## src/rtl/ocs_video_pkg.sv

```systemverilog
// ocs_video_pkg: shared video types, RGB565 field positions and 640x480 timing constants.
package ocs_video_pkg;

    typedef enum logic [1:0] {
        ST_IDLE     = 2'd0,
        ST_ACTIVE   = 2'd1,
        ST_UNDERRUN = 2'd2
    } state_t;

    localparam int R_MSB = 15;
    localparam int R_LSB = 11;
    localparam int G_MSB = 10;
    localparam int G_LSB = 5;
    localparam int B_MSB = 4;
    localparam int B_LSB = 0;

    localparam int H_ACTIVE = 640;
    localparam int V_ACTIVE = 480;
    localparam int COORD_W  = $clog2(H_ACTIVE > V_ACTIVE ? H_ACTIVE : V_ACTIVE);

    // Replicating the MSB keeps full-scale 5-bit values at full-scale 6-bit.
    function automatic logic [5:0] widen5(input logic [4:0] v);
        return {v, v[4]};
    endfunction

endpackage

```

## src/rtl/rgb565_to_rgb666.sv

```systemverilog
// rgb565_to_rgb666: combinational RGB565 to packed {r6,g6,b6} expansion.
module rgb565_to_rgb666
    import ocs_video_pkg::*;
(
    input  logic [15:0] rgb565,
    output logic [17:0] rgb666
);

    assign rgb666 = {widen5(rgb565[R_MSB:R_LSB]), rgb565[G_MSB:G_LSB], widen5(rgb565[B_MSB:B_LSB])};

endmodule

```

## src/rtl/ocs_pixel_unpack.sv

```systemverilog
// ocs_pixel_unpack: pulls RGB565 words from the video FIFO per active pixel,
// expands them to RGB666 and outputs colour/syncs two pixel clocks after timing.
module ocs_pixel_unpack
    import ocs_video_pkg::*;
#(
    parameter bit          SYNC_ACTIVE_HIGH = 1'b0,
    parameter logic [17:0] UNDERRUN_RGB     = 18'h3F03F
) (
    input  logic               pixel_clk,
    input  logic               rst,
    input  logic               de,
    input  logic               hsync,
    input  logic               vsync,
    input  logic [COORD_W-1:0] sx,
    input  logic [COORD_W-1:0] sy,
    input  logic [15:0]        fifo_dout,
    input  logic               fifo_empty,
    output logic               fifo_rd_en,
    input  logic               clr_stats,
    output logic [5:0]         vga_r,
    output logic [5:0]         vga_g,
    output logic [5:0]         vga_b,
    output logic               vga_hsync,
    output logic               vga_vsync,
    output logic [15:0]        underrun_cnt,
    output logic               underrun_flag
);

    state_t      state;
    state_t      state_nx;
    logic        frame_start;
    logic        underrun_ev;
    logic        rd_q;
    logic        ur_q;
    logic        hs_q;
    logic        vs_q;
    logic [17:0] pix_rgb;

    rgb565_to_rgb666 u_expand (
        .rgb565 (fifo_dout),
        .rgb666 (pix_rgb)
    );

    // Outside ACTIVE, only a frame start with data may (re)start reading.
    always_comb begin
        frame_start = de && sx == '0 && sy == '0;
        fifo_rd_en  = !rst && !fifo_empty && (state == ST_ACTIVE ? de : frame_start);
        underrun_ev = state == ST_ACTIVE && de && fifo_empty;
        state_nx    = fifo_rd_en ? ST_ACTIVE : underrun_ev ? ST_UNDERRUN : state;
    end

    always_ff @(posedge pixel_clk) begin
        if (rst) begin
            state                 <= ST_IDLE;
            rd_q                  <= 1'b0;
            ur_q                  <= 1'b0;
            hs_q                  <= 1'b0;
            vs_q                  <= 1'b0;
            {vga_r, vga_g, vga_b} <= '0;
            vga_hsync             <= !SYNC_ACTIVE_HIGH;
            vga_vsync             <= !SYNC_ACTIVE_HIGH;
        end else begin
            state                 <= state_nx;
            rd_q                  <= fifo_rd_en;
            ur_q                  <= de && !fifo_rd_en && (state == ST_UNDERRUN || underrun_ev);
            hs_q                  <= hsync;
            vs_q                  <= vsync;
            {vga_r, vga_g, vga_b} <= rd_q ? pix_rgb : ur_q ? UNDERRUN_RGB : '0;
            vga_hsync             <= hs_q ^ !SYNC_ACTIVE_HIGH;
            vga_vsync             <= vs_q ^ !SYNC_ACTIVE_HIGH;
        end
    end

    // A clear coinciding with an underrun keeps that underrun.
    always_ff @(posedge pixel_clk) begin
        if (rst) begin
            underrun_cnt  <= '0;
            underrun_flag <= 1'b0;
        end else if (clr_stats) begin
            underrun_cnt  <= {15'd0, underrun_ev};
            underrun_flag <= underrun_ev;
        end else if (underrun_ev) begin
            underrun_cnt  <= underrun_cnt + {15'd0, underrun_cnt != 16'hFFFF};
            underrun_flag <= 1'b1;
        end
    end

endmodule

```

## config.mk

```make
export PLATFORM = sky130hd
export DESIGN_NAME = ocs_pixel_unpack
export DESIGN_NICKNAME = d
export VERILOG_FILES = /design/src/rtl/ocs_video_pkg.sv /design/src/rtl/rgb565_to_rgb666.sv /design/src/rtl/ocs_pixel_unpack.sv
export SDC_FILE = /design/constraint.sdc
export NUM_CORES = 1
export LEC_CHECK = 0
export CORE_MARGIN = 2
export CORE_UTILIZATION = 36
export CTS_CLUSTER_DIAMETER = 150
export DETAILED_ROUTE_END_ITERATION = 12
export MAX_ROUTING_LAYER = met4
export PLACE_DENSITY = 0.74
export SLEW_MARGIN = 25
export SYNTH_ARGS = -nofsm -noshare
export SYNTH_HDL_FRONTEND = slang
export SYNTH_SLANG_ARGS = --single-unit
```

## constraint.sdc

```tcl
create_clock -name pixel_clk -period 1.95 [get_ports pixel_clk]
set_input_delay 0.195 -clock pixel_clk [delete_from_list [all_inputs] [get_ports pixel_clk]]
set_output_delay 0.195 -clock pixel_clk [all_outputs]
set_load 0.03 [all_outputs]
```

==> impl_metrics.ini, run 1 <==
[logic_synthesis]
yosys.area.top_type = dfxtp_1
synth_fp_nets = 230
syn_inst = 184
synth_cell_types = 35
synth_top_area_share = 0.481
yosysSeqAreaShare = 0.481
syn-cell-area_sq_um = 1710
yosys-top-cells-area = dfxtp_1 (48%), a21oi_1 (5.9%), nand2_1 (4.2%)
synth_seq_cells = 41
syn_avg_cell_area_sq_um = 9.28
yosysWarnings = 0

[clock_network]
clk_latency_ns = 0.28
cts_buffer_depth = 2
cts-root-buf = clkbuf_8
postCtsSetupRepairBufs = 0
cts_hold_buf = 0
cts_tree = built
path_clk_slew_ns = 0.08
cts.sinks = 41
cts_buffers = 5
ctsHtreeMaxLevel = 2

[global_route]
grt.met3_usage = 0.0304
grt_max_degree = 21
grtUsageTotal = 0.166
grt_pass1_wl_um = 6710
globalRouteOverflowTotal = 0
grt_pass1_vias = 1547
gr-max-usage-layer = met2
antenna_found_initial = 0
use_met2 = 0.273
gr-usage-met1 = 0.201

[critical_path]
crit_required_ns = 2.11
cp.arrival_ns = 2.13
crit_path_end_kind = register
cp_max_fo = 3
cp_cell_sequence = and3_4 > nand4_1 > or4_4 > ha_4 > ha_4 > nand2_2 > or3_4 > xor2_1 > nor2_1
critical_path.most_common_cell = ha_4
cpPeakStageDelay_ns = 0.46
path_class = reg2reg
crit_path_top_delay_cell = or4_4
start_kind = register

[finish]
final_common_cell = clkdlybuf4s50_1
nets = 332
stdcell_count = 340
most-common-layout-cells = clkdlybuf4s50_1 (79), dfxtp_1 (27), buf_4 (26), a21oi_1 (20), nand2_1 (18)
drive_above_1_share = 0.231
num_antenna_cells = 0
area_delta_synth_final_pct = 69.7
ff_latch_area_sq_um = 851
multi_input_area_sq_um = 875
fillers = 399

[sta]
worst_pin_slew_ns = 0.403
rsz0062_at_grt = yes
post-route-period-util = 1.01
fmax_mhz = 506
clock-skew-final_ns = 0.00417
finalWorstSetupSlack_ns = -0.0257
setup_viol = 1
max_slew_margin = 0.729
timing.final.hold_violations = 0
tns_ns = -0.0257
slew_violations = 0
min_period_ns = 1.98

[power]
power_density_nw_per_um2 = 553
power_leakage_nw = 1.02
irDropWorstVdd_mv = 0.357

[placed_design]
gp_congestion = 0.946
dp_slack_ns = -0.0231
port_buffers = 80
dpl.hpwl_um = 3250
dp.cells = 333

[detailed_routing]
drt-pass1-iter-count = 4
wl_um = 4280
drt_iter0_drc = 67
wire_per_inst_um = 12.6
viasPerCell = 4.89
vias = 1664
postRouteAntennaNets = 0
route.detailed.drc = 0

[outcome]
failed_checks = setup timing
outcome = finished, violations left

[run]
max-cap-violations = 0

[die]
dieArea_sq_um = 5310
core-area_sq_um = 4660
initial_core_util = 0.366
die_x_um = 72.9
die_y_um = 72.9
pin_count = 81
rows = 25

[worst_hold_path]
hp-class = reg2reg
-- layer usage --
layer | routed length [um] | up-vias
met5 | 0 | -
met4 | 61 | 0
met3 | 177 | 4
met2 | 2180 | 55
met1 | 1860 | 754
li1 | - | 851
-- layout make-up --
type | instances | share of cell area
Sequential cell | 41 | 0.294
Clock inverter | 2 | 0.0121
Inverter | 4 | 0.00518
Tap cell | 54 | 0.0233
Clock buffer | 5 | 0.0237
Timing Repair Buffer | 105 | 0.340
Multi-Input combinational cell | 129 | 0.302
-- power by group --
group	switching (mW)	total (mW)	leakage, nW	internal, mW
Clock	0.273	0.645	0.0540	0.372
Combinational	0.0368	0.124	0.630	0.0871
Sequential	0.000947	0.834	0.340	0.833
Total	0.311	1.60	1.02	1.29
-- registers in the layout, summed over array words and instances, names as in the netlist --
signal and flops:
ur_q 1, rd_q 1, underrun_cnt 16, vga_vsync 1, hs_q 1, vga_hsync 1
vga_g 6, vga_r 5, vs_q 1, state 2, underrun_flag 1, vga_b 5
-- critical path, delay by kind of cell (launching register included) --
family	cells	cell delay [ns]
fa+ha+maj	2	0.34
simple gates	6	0.99
flops	1	0.35
xor+xnor	1	0.17
-- synth_stat cells, drive strengths merged --
cell type  count
a211oi         2
a21oi         20
and2           7
and3           3
and4           1
and4b          1
buf            5
clkbuf         5
dfxtp         41
ha             3
inv            4
nand2         19
nand2b         5
nand3          7
nand3b         2
nand4          5
nand4b         1
nor2          10
nor2b          3
nor3           2
nor4           9
nor4b          1
o21ai          3
o311ai         1
o31ai          4
or2            2
or2b           1
or3            4
or4            4
xnor2          6
xor2           3
-- per-stage QoR --
step	utilization	hold slack, ns	area, sq um	power [mW]
floorplan	-	0.317	1750	0.880
global placement	0.587	0.356	2740	0.974
detailed placement	0.587	0.361	2740	0.975
CTS	0.613	0.379	2860	1.62
global route	0.622	0.387	2900	1.66
finish	0.622	0.379	2900	1.60
-- final timing paths --
check	end	slack, ns	from	cells after the start
worst min register to register	vga_vsync	0.38	vs_q	1
worst min-delay path	vga_vsync	0.38	vs_q	1
worst max-delay path	underrun_cnt[6]	-0.03	underrun_cnt[3]	9
worst max register to register	underrun_cnt[6]	-0.03	underrun_cnt[3]	9
-- repair_timing --
| item | in CTS | in global routing |
|---|---|---|
| setup endpoints to repair | 2 | 8 |
| gates cloned | 0 | 0 |
| endpoints found under the hold margin | 0 | 0 |
| pin swaps | 0 | 1 |
| gates resized for setup | 3 | 7 |
-- cells by family (layout without fill, tap and decap cells) --
| kind of cell | Yosys count | after routing | synth area share |
|---|---|---|---|
| fa+ha+maj | 3 | 3 | 0.0220 |
| simple gates | 87 | 87 | 0.304 |
| flops | 41 | 41 | 0.481 |
| buf+inv | 14 | 116 | 0.0483 |
| compound gates | 30 | 30 | 0.0989 |
| xor+xnor | 9 | 9 | 0.0462 |
No activity file was read; power rests on OpenSTA's default activity.
==> inputs of run 2 (changes only) <==
CORE_MARGIN = 5   (was 2)
SLEW_MARGIN = 20   (was 25)
==> run 2 against run 1 <==
Effect of this change: the run still ends with setup timing left; clock power fell by 19%; setup slack improved by 0.025 ns; cell count did not move; non-clock buffer count fell by 1; clock skew rose by 0.0066 ns; wire length rose by 2.4%; critical path depth did not move; first-iteration DRC count fell by 36%; sequential share of layout area rose by 0.40 points; global-route usage fell by 1.8 points; clock-buffer cell count rose by 1; combinational power barely moved; largest cell class unchanged.
==> impl_metrics.ini, run 2 (synthesis gave the netlist of run 1 again) <==
[outcome]
outcome = finished, violations left
failed_checks = setup timing

[sta]
finalWorstSetupSlack_ns = -0.000993
slew_violations = 0
setup_viol = 1
rsz0062_at_grt = yes
fmax_mhz = 513
min_period_ns = 1.95
timing.final.hold_violations = 0
post-route-period-util = 1.00
clock-skew-final_ns = 0.0108
max_slew_margin = 0.743
worst_pin_slew_ns = 0.383
hold-worst-slack_ns = 0.378

[clock_network]
cts_tree = built
cts_buffer_depth = 2
cts-root-buf = clkbuf_8
path_clk_slew_ns = 0.08
cts.sinks = 41
cts_buffers = 5
clk_latency_ns = 0.29
postCtsSetupRepairBufs = 0
ctsHtreeMaxLevel = 2

[critical_path]
crit_path_end_kind = register
start_kind = register
cp_cell_sequence = and3_4 > nand4_1 > or4_4 > ha_4 > ha_2 > nand2_2 > or3_4 > or3_1 > a21oi_2
cpPeakStageDelay_ns = 0.35
crit_required_ns = 2.17
crit_path_top_delay_cell = dfxtp_4
path_class = reg2reg
cpLargestDelayFamily = simple AND/OR/NAND/NOR gates
worst-path-buf-inv = 0
cp.arrival_ns = 2.17
r2r_start = underrun_cnt[5]
crit_start = underrun_cnt[5]
cp_max_fo = 3

[worst_hold_path]
min_from = hs_q
hp-class = reg2reg

[die]
pin_count = 81
rows = 25
core-area_sq_um = 4660
initial_core_util = 0.366
die_y_um = 78.9
die_x_um = 78.9
dieArea_sq_um = 6220

[power]
power_leakage_nw = 1.03
power_density_nw_per_um2 = 518
irDropWorstVdd_mv = 0.218

[finish]
nets = 331
most-common-layout-cells = clkdlybuf4s50_1 (77), dfxtp_1 (27), buf_4 (25), a21oi_1 (19), nand2_1 (18)
area_delta_synth_final_pct = 67.4
largest_register_ff_count = 16
top_register = underrun_cnt
num_antenna_cells = 0
post-route-util = 0.613
final_common_cell = clkdlybuf4s50_1
drive_above_1_share = 0.224
stdcell_count = 340

[placed_design]
dpl.hpwl_um = 3450
dp.cells = 332
port_buffers = 80
gp_congestion = 0.775
dp_slack_ns = -0.0538

[detailed_routing]
drt-pass1-iter-count = 4
vias = 1670
wire_per_inst_um = 12.9
route.detailed.drc = 0
viasPerCell = 4.91
wl_um = 4380
drt_iter0_drc = 43
postRouteAntennaNets = 0

[global_route]
grt_pass1_wl_um = 7150
grt_pass1_vias = 1596
grtUsageTotal = 0.149
antenna_found_initial = 0
grt_max_degree = 16
globalRouteOverflowTotal = 0

[run]
max-cap-violations = 0
-- run 2: path summary, 6_finish.rpt --
kind / endpoint / slack [ns] / depth (start not counted)
max: underrun_cnt[14] / -0.001 / 9
min: vga_hsync / 0.38 / 1
max reg2reg: underrun_cnt[14] / -0.001 / 9
min reg2reg: vga_hsync / 0.38 / 1
-- run 2: cell type report --
class	count	area, sq um
fill	426	1800
timing repair buffer	104	983
multi-input combinational	129	860
sequential	41	851
clock buffer	6	72.6
tap	54	67.6
inverter	4	15.0
clock inverter	2	10.0
-- run 2: routing by layer --
metal  global-route usage  vias up  part of all wire
li1                     -      846                 -
met1                0.169      768              0.41
met2                0.255       47              0.51
met3               0.0351        9             0.060
met4               0.0567        0             0.016
met5                    -        -                 0
-- run 2: through the flow --
| stage | power, mW | setup TNS [ns] | instance area, sq um |
|---|---|---|---|
| after floorplan | 0.880 | -0.0189 | 1750 |
| after global placement | 0.973 | -0.0166 | 2730 |
| after detailed placement | 0.975 | -0.0574 | 2730 |
| after CTS | 1.50 | 0 | 2840 |
| after global routing | 1.55 | -0.185 | 2860 |
| final | 1.48 | -0.000993 | 2860 |
-- run 2: repair_timing --
action / 4_1_cts / 5_1_grt
resized for setup: 4 / 7
hold buffers: 0 / 0
endpoints found under the setup margin: 2 / 10
pin swaps: 2 / 6
-- run 2: report_power, final --
group          total [mW]  switching [mW]  internal (mW)
sequential          0.834        0.000862          0.833
clock               0.525           0.277          0.248
combinational       0.121          0.0350         0.0860
-- run 2: worst register-to-register path, stage by stage, from the launching register on --
cell	delay, ns
dfxtp_4	0.35
and3_4	0.18
nand4_1	0.10
or4_4	0.14
ha_4	0.12
ha_2	0.16
nand2_2	0.05
or3_4	0.33
or3_1	0.33
a21oi_2	0.11
